==> src/rtl/div_unit_if.sv <==
// E-stage divider handshake: request/operands from the pipeline, stall and
// quotient/remainder back to it.
interface div_if;
  logic        E_div_req;
  logic        E_div_signed;
  logic [31:0] E_src_a;
  logic [31:0] E_src_b;
  logic        E_ena;
  logic        E_flush;
  logic        E_div_stall;
  logic [31:0] E_div_lo;
  logic [31:0] E_div_hi;

  modport master (
    output E_div_req, E_div_signed, E_src_a, E_src_b, E_ena, E_flush,
    input  E_div_stall, E_div_lo, E_div_hi
  );

  modport slave (
    input  E_div_req, E_div_signed, E_src_a, E_src_b, E_ena, E_flush,
    output E_div_stall, E_div_lo, E_div_hi
  );
endinterface

==> src/rtl/div_unit.sv <==
// Iterative 32-bit restoring divider (DIV/DIVU) for the E stage.
// Optional DIV_EARLY_OUT_EN: trivial divides finish in the request cycle.
module div_unit (
  input logic  clk,
  input logic  resetn,
  div_if.slave bus
);
  typedef enum logic [1:0] {IDLE, BUSY, DONE} state_t;

  state_t      state_q, state_d;
  logic [5:0]  cnt_q, cnt_d;
  logic [31:0] quo_q, quo_d;
  logic [31:0] rem_q, rem_d;
  logic [31:0] dvs_q, dvs_d;
  logic [31:0] lo_q, lo_d;
  logic [31:0] hi_q, hi_d;
  logic        qsign_q, qsign_d;
  logic        rsign_q, rsign_d;
  logic        dvz_q, dvz_d;

  logic        a_neg, b_neg;
  logic [31:0] a_abs, b_abs;
  logic [32:0] sh;
  logic        ge;
  logic [31:0] rem_step, quo_step, lo_fix, hi_fix;

  always_comb begin
    a_neg = bus.E_div_signed & bus.E_src_a[31];
    b_neg = bus.E_div_signed & bus.E_src_b[31];
    a_abs = a_neg ? (~bus.E_src_a + 32'd1) : bus.E_src_a;
    b_abs = b_neg ? (~bus.E_src_b + 32'd1) : bus.E_src_b;

    // One restoring step on {rem, quo}; rem always stays below the divisor.
    sh       = {rem_q, quo_q[31]};
    ge       = (sh >= {1'b0, dvs_q});
    rem_step = ge ? 32'(sh - {1'b0, dvs_q}) : sh[31:0];
    quo_step = {quo_q[30:0], ge};

    // Negating zero yields zero, so a zero result never turns nonzero.
    lo_fix = dvz_q ? 32'hFFFF_FFFF : (qsign_q ? (~quo_step + 32'd1) : quo_step);
    hi_fix = rsign_q ? (~rem_step + 32'd1) : rem_step;
  end

  always_comb begin
    state_d = state_q;
    cnt_d   = cnt_q;
    quo_d   = quo_q;
    rem_d   = rem_q;
    dvs_d   = dvs_q;
    lo_d    = lo_q;
    hi_d    = hi_q;
    qsign_d = qsign_q;
    rsign_d = rsign_q;
    dvz_d   = dvz_q;
    case (state_q)
      IDLE: if (bus.E_div_req) begin
        quo_d   = a_abs;
        dvs_d   = b_abs;
        rem_d   = '0;
        cnt_d   = '0;
        qsign_d = a_neg ^ b_neg;
        rsign_d = a_neg;
        dvz_d   = (bus.E_src_b == 32'd0);
        state_d = BUSY;
`ifdef DIV_EARLY_OUT_EN
        if (bus.E_src_b == 32'd0 || a_abs < b_abs || bus.E_src_a == 32'd0) begin
          lo_d    = (bus.E_src_b == 32'd0) ? 32'hFFFF_FFFF : 32'd0;
          hi_d    = bus.E_src_a;
          state_d = DONE;
        end
`endif
      end
      BUSY: begin
        rem_d = rem_step;
        quo_d = quo_step;
        cnt_d = cnt_q + 6'd1;
        if (cnt_q == 6'd31) begin
          lo_d    = lo_fix;
          hi_d    = hi_fix;
          state_d = DONE;
        end
      end
      DONE: if (bus.E_ena) state_d = IDLE;
      default: state_d = IDLE;
    endcase
    // Flush abandons work in any state and leaves the last result intact.
    if (bus.E_flush) begin
      state_d = IDLE;
      lo_d    = lo_q;
      hi_d    = hi_q;
    end
  end

  always_ff @(posedge clk or negedge resetn) begin
    if (!resetn) begin
      state_q <= IDLE;
      cnt_q   <= '0;
      quo_q   <= '0;
      rem_q   <= '0;
      dvs_q   <= '0;
      lo_q    <= '0;
      hi_q    <= '0;
      qsign_q <= 1'b0;
      rsign_q <= 1'b0;
      dvz_q   <= 1'b0;
    end else begin
      state_q <= state_d;
      cnt_q   <= cnt_d;
      quo_q   <= quo_d;
      rem_q   <= rem_d;
      dvs_q   <= dvs_d;
      lo_q    <= lo_d;
      hi_q    <= hi_d;
      qsign_q <= qsign_d;
      rsign_q <= rsign_d;
      dvz_q   <= dvz_d;
    end
  end

  // Gated by reset so the pipeline unfreezes the moment reset asserts.
  assign bus.E_div_stall = resetn & ~bus.E_flush &
                           ((state_q == IDLE & bus.E_div_req) | (state_q == BUSY));
  assign bus.E_div_lo = lo_q;
  assign bus.E_div_hi = hi_q;
endmodule

==> src/flat_wrapper.sv <==
// flat-port wrapper written by rule: the top's interface ports become plain ports
module div_unit_flat 
  (clk, resetn, bus_E_div_req, bus_E_div_signed, bus_E_src_a, bus_E_src_b, bus_E_ena, bus_E_flush, bus_E_div_stall, bus_E_div_lo, bus_E_div_hi);
  div_if bus_i ();
  input logic clk;
  input logic resetn;
  input wire logic [$bits(bus_i.E_div_req)-1:0] bus_E_div_req;
  input wire logic [$bits(bus_i.E_div_signed)-1:0] bus_E_div_signed;
  input wire logic [$bits(bus_i.E_src_a)-1:0] bus_E_src_a;
  input wire logic [$bits(bus_i.E_src_b)-1:0] bus_E_src_b;
  input wire logic [$bits(bus_i.E_ena)-1:0] bus_E_ena;
  input wire logic [$bits(bus_i.E_flush)-1:0] bus_E_flush;
  output wire logic [$bits(bus_i.E_div_stall)-1:0] bus_E_div_stall;
  output wire logic [$bits(bus_i.E_div_lo)-1:0] bus_E_div_lo;
  output wire logic [$bits(bus_i.E_div_hi)-1:0] bus_E_div_hi;
  assign bus_i.E_div_req = bus_E_div_req;
  assign bus_i.E_div_signed = bus_E_div_signed;
  assign bus_i.E_src_a = bus_E_src_a;
  assign bus_i.E_src_b = bus_E_src_b;
  assign bus_i.E_ena = bus_E_ena;
  assign bus_i.E_flush = bus_E_flush;
  assign bus_E_div_stall = bus_i.E_div_stall;
  assign bus_E_div_lo = bus_i.E_div_lo;
  assign bus_E_div_hi = bus_i.E_div_hi;
  div_unit u_core (.clk(clk), .resetn(resetn), .bus(bus_i));
endmodule
==> config.mk <==
export PLATFORM = sky130hd
export DESIGN_NAME = div_unit_flat
export DESIGN_NICKNAME = d
export VERILOG_FILES = /design/src/rtl/div_unit_if.sv /design/src/rtl/div_unit.sv /design/src/flat_wrapper.sv
export SDC_FILE = /design/constraint.sdc
export NUM_CORES = 1
export LEC_CHECK = 0
export BUFFER_PORTS_ARGS = -buffer_cell sky130_fd_sc_hd__buf_2
export CAP_MARGIN = 20
export CORE_ASPECT_RATIO = 1.25
export CORE_UTILIZATION = 52
export CTS_CLUSTER_SIZE = 28
export DETAILED_ROUTE_END_ITERATION = 8
export GPL_ROUTABILITY_DRIVEN = 0
export PLACE_DENSITY_LB_ADDON = 0.3
export SYNTH_ARGS = -nofsm -noshare
export SYNTH_HDL_FRONTEND = slang
export SYNTH_SLANG_ARGS = --single-unit
==> constraint.sdc <==
create_clock -name clk -period 5.3 [get_ports clk]
set_input_delay 1.06 -clock clk [delete_from_list [all_inputs] [get_ports clk]]
set_output_delay 1.06 -clock clk [all_outputs]
set_load 0.05 [all_outputs]
**Yosys cells after proc, flatten, opt, wreduce, memory -nomap -nowiden**

Cells that the tools add are included.

- Bits in registers: 171
- Output and inout port bits: 65
- Input bits: 70
- Logic and storage cells: 60

- Reduce and logical (&&, ||, !) cells: 7
- Order comparisons: 1
- Muxes and demuxes: 17
- Add/subtract/negate cells: 6
- Bitwise logic cells: 12
- Equal/unequal tests: 7

Operators with widths:

| operator | number |
|---|---|
| $mux W32 | 8 |
| $add A32 B1 Y32 const B | 4 |
| $not A32 Y32 | 4 |
| $pmux W32 S2 | 2 |
| $ge A33 B32 Y1 | 1 |
| $logic_not A32 Y1 | 1 |
| $sub A32 B32 Y32 | 1 |
| $pmux W6 S2 | 1 |
| $mux W2 | 4 |
| $add A6 B1 Y6 const B | 1 |
| $eq A6 B5 Y1 const B | 1 |
| $mux W6 | 1 |
| $ne A3 B3 Y1 const B | 2 |
| $pmux W2 S3 | 1 |
| $reduce_and A3 Y1 | 2 |
| $and A1 B1 Y1 | 5 |
| $reduce_and A2 Y1 | 2 |
| $ne A3 B2 Y1 const B | 1 |
| $eq A2 B1 Y1 const B | 1 |
| $eq A2 B2 Y1 const B | 1 |
| $logic_not A2 Y1 | 1 |
| $ne A2 B2 Y1 const B | 1 |
| $reduce_bool A2 Y1 | 1 |
| $not A1 Y1 | 1 |
| 2 further kinds | 2 |

**Depth between registers and ports, before layout**

- Depth in word-level cells: 5
- Gate-level depth with buffers: 21

**Least setup slack after synthesis**

Ideal clock, no wire load.

- Kind: register to register
- From: register u_core.rem_q[23]
- To: register u_core.lo_q[26] (netlist: u_core.bus.E_div_lo[26])
- Arrival: 3.974 ns
- Data required time: 5.163 ns
- Setup slack: 1.190 ns
- Stages on the path, launching flop included: 19
- Clock period less this slack: 4.110 ns
- Setup time: 0.137 ns
- Path buffers: 4
- Cells stage by stage: dfrtp_1 > ha_1 > buf_6 > a211oi_4 > o211ai_2 > a221oi_4 > a31o_4 > nand3_4 > inv_8 > buf_2 > buf_2 > buf_2 > ha_1 > nand2_1 > or4_4 > o41ai_2 > o21ai_0 > xnor2_1 > a21oi_1

- Cells in the longest elaborated chain, start to end: 5

RTL lines:

| what | line | source |
|---|---|---|
| from (decl) | div_unit.sv:13 | `logic [31:0] rem_q, rem_d;` |
| from (signal assigned) | div_unit.sv:110 | `rem_q <= rem_d;` |
| $ge A33 B32 Y1 | div_unit.sv:35 | `ge = (sh >= {1'b0, dvs_q});` |
| $not A32 Y32 | div_unit.sv:40 | `lo_fix = dvz_q ? 32'hFFFF_FFFF : (qsign_q ? (~quo_step + 32'd1) : quo_step);` |
| $add A32 B1 Y32 | div_unit.sv:40 |  |
| $mux W32 (2 in series) | div_unit.sv:40 |  |
| to (signal assigned) | div_unit.sv:112 | `lo_q <= lo_d;` |
| to (decl) | div_unit.sv:15 | `logic [31:0] lo_q, lo_d;` |

No other way between the ends.
A chain may end at the register's enable or synchronous reset.

**Worst setup path in the final report**

- From: register u_core.rem_q[23]
- To: register u_core.hi_q[30] (netlist: u_core.bus.E_div_hi[30])

- Cells in the longest elaborated chain, start to end: 5

RTL lines:

| what | line | source |
|---|---|---|
| $sub A32 B32 Y32 / $ge A33 B32 Y1 (equally long branches) | div_unit.sv:36, div_unit.sv:35 |  |
| $mux W32 (*) | div_unit.sv:36 | `rem_step = ge ? 32'(sh - {1'b0, dvs_q}) : sh[31:0];` |
| $not A32 Y32 | div_unit.sv:41 | `hi_fix = rsign_q ? (~rem_step + 32'd1) : rem_step;` |
| $add A32 B1 Y32 | div_unit.sv:41 |  |
| $mux W32 (*) | div_unit.sv:41 |  |
| to (signal assigned) | div_unit.sv:113 | `hi_q <= hi_d;` |
| to (decl) | div_unit.sv:16 | `logic [31:0] hi_q, hi_d;` |

Mark *: on every way between the ends. The rest lies on a longest branch, timed or not.

==> metrics.md <==
| Metric | Value |
|---|---|
| CP bufs+invs | 0 |
| Hold WC Path Type | flop to flop |
| Worst reg2reg setup slack | approximately 0.73 ns |
| Max VDD drop | 390 uV |
| Clk_skew | 0.0138 ns |
| Final Slew Violations | 0 |
| Internal power | 3.51 mW |
| Register area | 4280 um^2 |
| Yosys top cell area share | 0.355 |
| Routed Antenna Nets | 0 |
| Critical path peak fanout | 10 |
| FP Rows | ~60 |
| IO Count | about 140 |
| Clock Tree Buf Depth | 2 |
| Combinational Power Share | 0.544 |
| CP max stage cell | o21ai_0 |
| Failing checks | DRC |
| Number of synthesized flops with an enable pin | 0 |
| PwrDens | around 500 nW/um^2 |
| Core ar. | 22,500 um^2 |
| RSZ-0062 raised after global routing | no |
| Most instantiated cells after synthesis | o21ai_0, dfrtp_1, nand2_1, nor2_1, a21oi_1 |
| Sequential power share | 0.262 |
| CTS clk-pin slew, worst paths | about 0.07 ns |
| Final Hold Vio Count | 0 |
| Final nets | between 1,500 and 2,000 |
| Sequential area share after synthesis | 0.355 |
| #FFs+latches synth | 171 |
| Syn Inst Count | 1,441 |
| First-pass GRT wire length | roughly 55 mm |
| DR WL/cell | 19.0 um |
| Relative slew slack | 0.313 |
| TritonCTS Buffers | 17 |
| Clk sinks | about 170 |
| Largest net degree at the start of global routing | 72 |
| Syn. warnings | 0 |
| Distinct cells, synth | 87 |
| Asr flop ratio synth | 1.00 |
| Horiz. Die Dim | 138 um |
| Syn avg cell area | roughly 8.4 um^2 |
| Crit-path max cell delay | approximately 0.6 ns |
| Via Count | approximately 11,000 |
| Critical Path, Cell by Cell | ha_1 -> a211oi_4 -> o211ai_2 -> a221oi_4 -> a31o_4 -> nand3_4 -> o21ai_0 -> ha_1 -> nand2_1 -> nor4_1 -> mux2_2 -> o221ai_1 -> nor4_1 -> a211o_1 -> nand3_1 |
| Input/output buffers | 134 |
| Clock power frac | 0.194 |
| Max Cap Viol | 0 |
| Most used routing layer | met2 |
| Syn_nets | roughly 1,500 |
| Die extent in y | around 170 um |
| Final worst-path cycle share | 0.862 |
| Slew @ Worst Pin | around 1.0 ns |
| M2 GR Usage | 0.551 |
| Syn Std Cell Area | approximately 12,000 um^2 |
| Leak pwr | 5.79 nW |
| DIE AREA | 23,800 um^2 |
| First DRT Iteration DRCs | 866 |
| Met1 Usage GRT | 0.320 |
| Peak Freq | ~220 MHz |
| Wire length after detailed routing | ~35 mm |
| Worst path required time | between 5 and 6 ns |
| Share of cells above drive strength 1 | 0.147 |
| CTS tree | built |
| Setup bufs post-CTS | 0 |
| M3 GR Usage | 0.0407 |
| Final worst path period need | ~4.6 ns |
| Router iterations before antenna repair | 7 |
| Startpoint Class | flop |
| Setup TNS | 0 ns |
| Clk_lat worst skew | around 0.44 ns |
| Resized Gates After CTS | 0 |
| Antenna violations before repair | 0 |
| Status | finished with violations |
| Synth Flop Type | dfrtp_1 |
| Top cells by area, synth | dfrtp_1, o21ai_0, xnor2_1 |
| Critical path arrival | between 4 and 5 ns |
| Initial Utilization | 0.536 |
| CP endpoint kind | flop |
| HPWL Detailed | between 20 and 30 mm |
| # DRC | 4 |
| Cts hold-fix bufs | 0 |
| Top Family by Delay on Critical Path | compound AO/OA/AOI/OAI gates |
| Sw Ratio | 0.483 |
| Multi-input gate area | approximately 7300 um^2 |
| Worst Setup Path Type | flop to flop |
| Fin Hold WS | between 0.4 and 0.5 ns |
| H-tree Lvls | 4 |
| Cell taking the most area after synthesis | dfrtp_1 |
| Via density | approximately 6.2 |
| Most common cell in the netlist | o21ai_0 |
| Switching power total | around 3.3 mW |
| Fill count | 2,000 |
| Final setup fails | 0 |
| Area delta synth->final | 11.8% |
| Clk root buf | clkbuf_16 |
| Total track usage | 0.296 |
| Grt total ovfl | 0 |
| Vias in the first global route | 10,991 |
==> area by class of cell <==
class	count	area share
diodes	1	0.000186
clock buffers	19	0.0328
clock inverters	13	0.0128
inverters	54	0.0156
multi-input cells	1138	0.538
flip-flops and latches	171	0.317
well taps	283	0.0263
repair buffers	146	0.0569
==> power groups by stage <==
stage | sequential, mW | clock [mW] | combinational, mW
3_3_place_gp | 1.78 | 0 | 3.56
6_report | 1.78 | 1.31 | 3.70
4_1_cts | 1.77 | 1.33 | 3.63
5_1_grt | 1.80 | 1.38 | 4.02
3_5_place_dp | 1.79 | 0 | 3.61
2_1_floorplan | 1.78 | 0 | 2.65
==> cells by family (layout without fill, tap and decap cells) <==
logic type      after synthesis  in the layout  synth area share
simple gates                484            484             0.197
compound gates              456            456             0.243
flops                       171            171             0.355
xor+xnor                    132            132            0.0958
buf+inv                     132            232            0.0455
fa+ha+maj                    38             38            0.0400
mux                          28             28            0.0237
other cells                   0              1                 0
==> cells in the final DEF, fill, tap and decap left out, drive strengths merged, types with 4 or more instances in the layout <==
master / count
o21ai: 191
dfrtp: 171
nand2: 155
buf: 146
nor2: 116
a21oi: 94
xnor2: 67
xor2: 65
inv: 62
nand3: 61
ha: 37
a22oi: 35
nor3: 33
nor4: 25
o31ai: 24
mux2i: 23
clkbuf: 19
a211oi: 19
or3: 16
nand4: 15
o41ai: 15
or4: 14
o211ai: 13
a21o: 11
and2: 11
nor2b: 8
o21a: 7
and3: 7
a31oi: 7
nand2b: 6
nand3b: 5
mux2: 5
o311ai: 4
==> registers in the layout (all words and copies together), names as in the netlist <==
register             cells
u_core.bus.E_div_lo     32
u_core.quo_q            32
u_core.dvs_q            32
u_core.dvz_q             1
u_core.rem_q            32
u_core.qsign_q           1
u_core.rsign_q           1
u_core.state_q           2
u_core.bus.E_div_hi     32
u_core.cnt_q             6
==> metal layers <==
metal / wire, um / part of all wire
met5: 0 / 0
met4: 2130 / 0.062
met1: 13200 / 0.38
met2: 17700 / 0.51
met3: 1560 / 0.045
==> stage by stage <==
stage,total power [mW],setup slack (ns),utilization,cells,instance area [um^2]
floorplan,4.43,1.19,-,1441,12100
global placement,5.34,1.05,0.572,1792,12900
detailed placement,5.40,0.868,0.572,1792,12900
CTS,6.74,0.845,0.599,1824,13500
global route,7.20,0.478,0.599,1824,13500
finish,6.79,0.731,0.599,1825,13500
==> path summary, 6_finish.rpt <==
path | depth (start not counted) | from | end
max in group asynchronous | 2 | resetn | u_core.rem_q[27]
setup / recovery | 15 | u_core.rem_q[23] | u_core.bus.E_div_hi[30]
min in group asynchronous | 1 | resetn | u_core.dvs_q[19]
setup reg to reg | 15 | u_core.rem_q[23] | u_core.bus.E_div_hi[30]
hold reg to reg | 2 | u_core.bus.E_div_hi[17] | u_core.bus.E_div_hi[17]
hold / removal | 2 | u_core.bus.E_div_hi[17] | u_core.bus.E_div_hi[17]
==> worst min-delay path: stages, from the launching register on <==
cell	delay, ns
dfrtp_1	0.34
nand2_1	0.04
o21ai_0	0.06
Power figures use the tool's default switching activity.
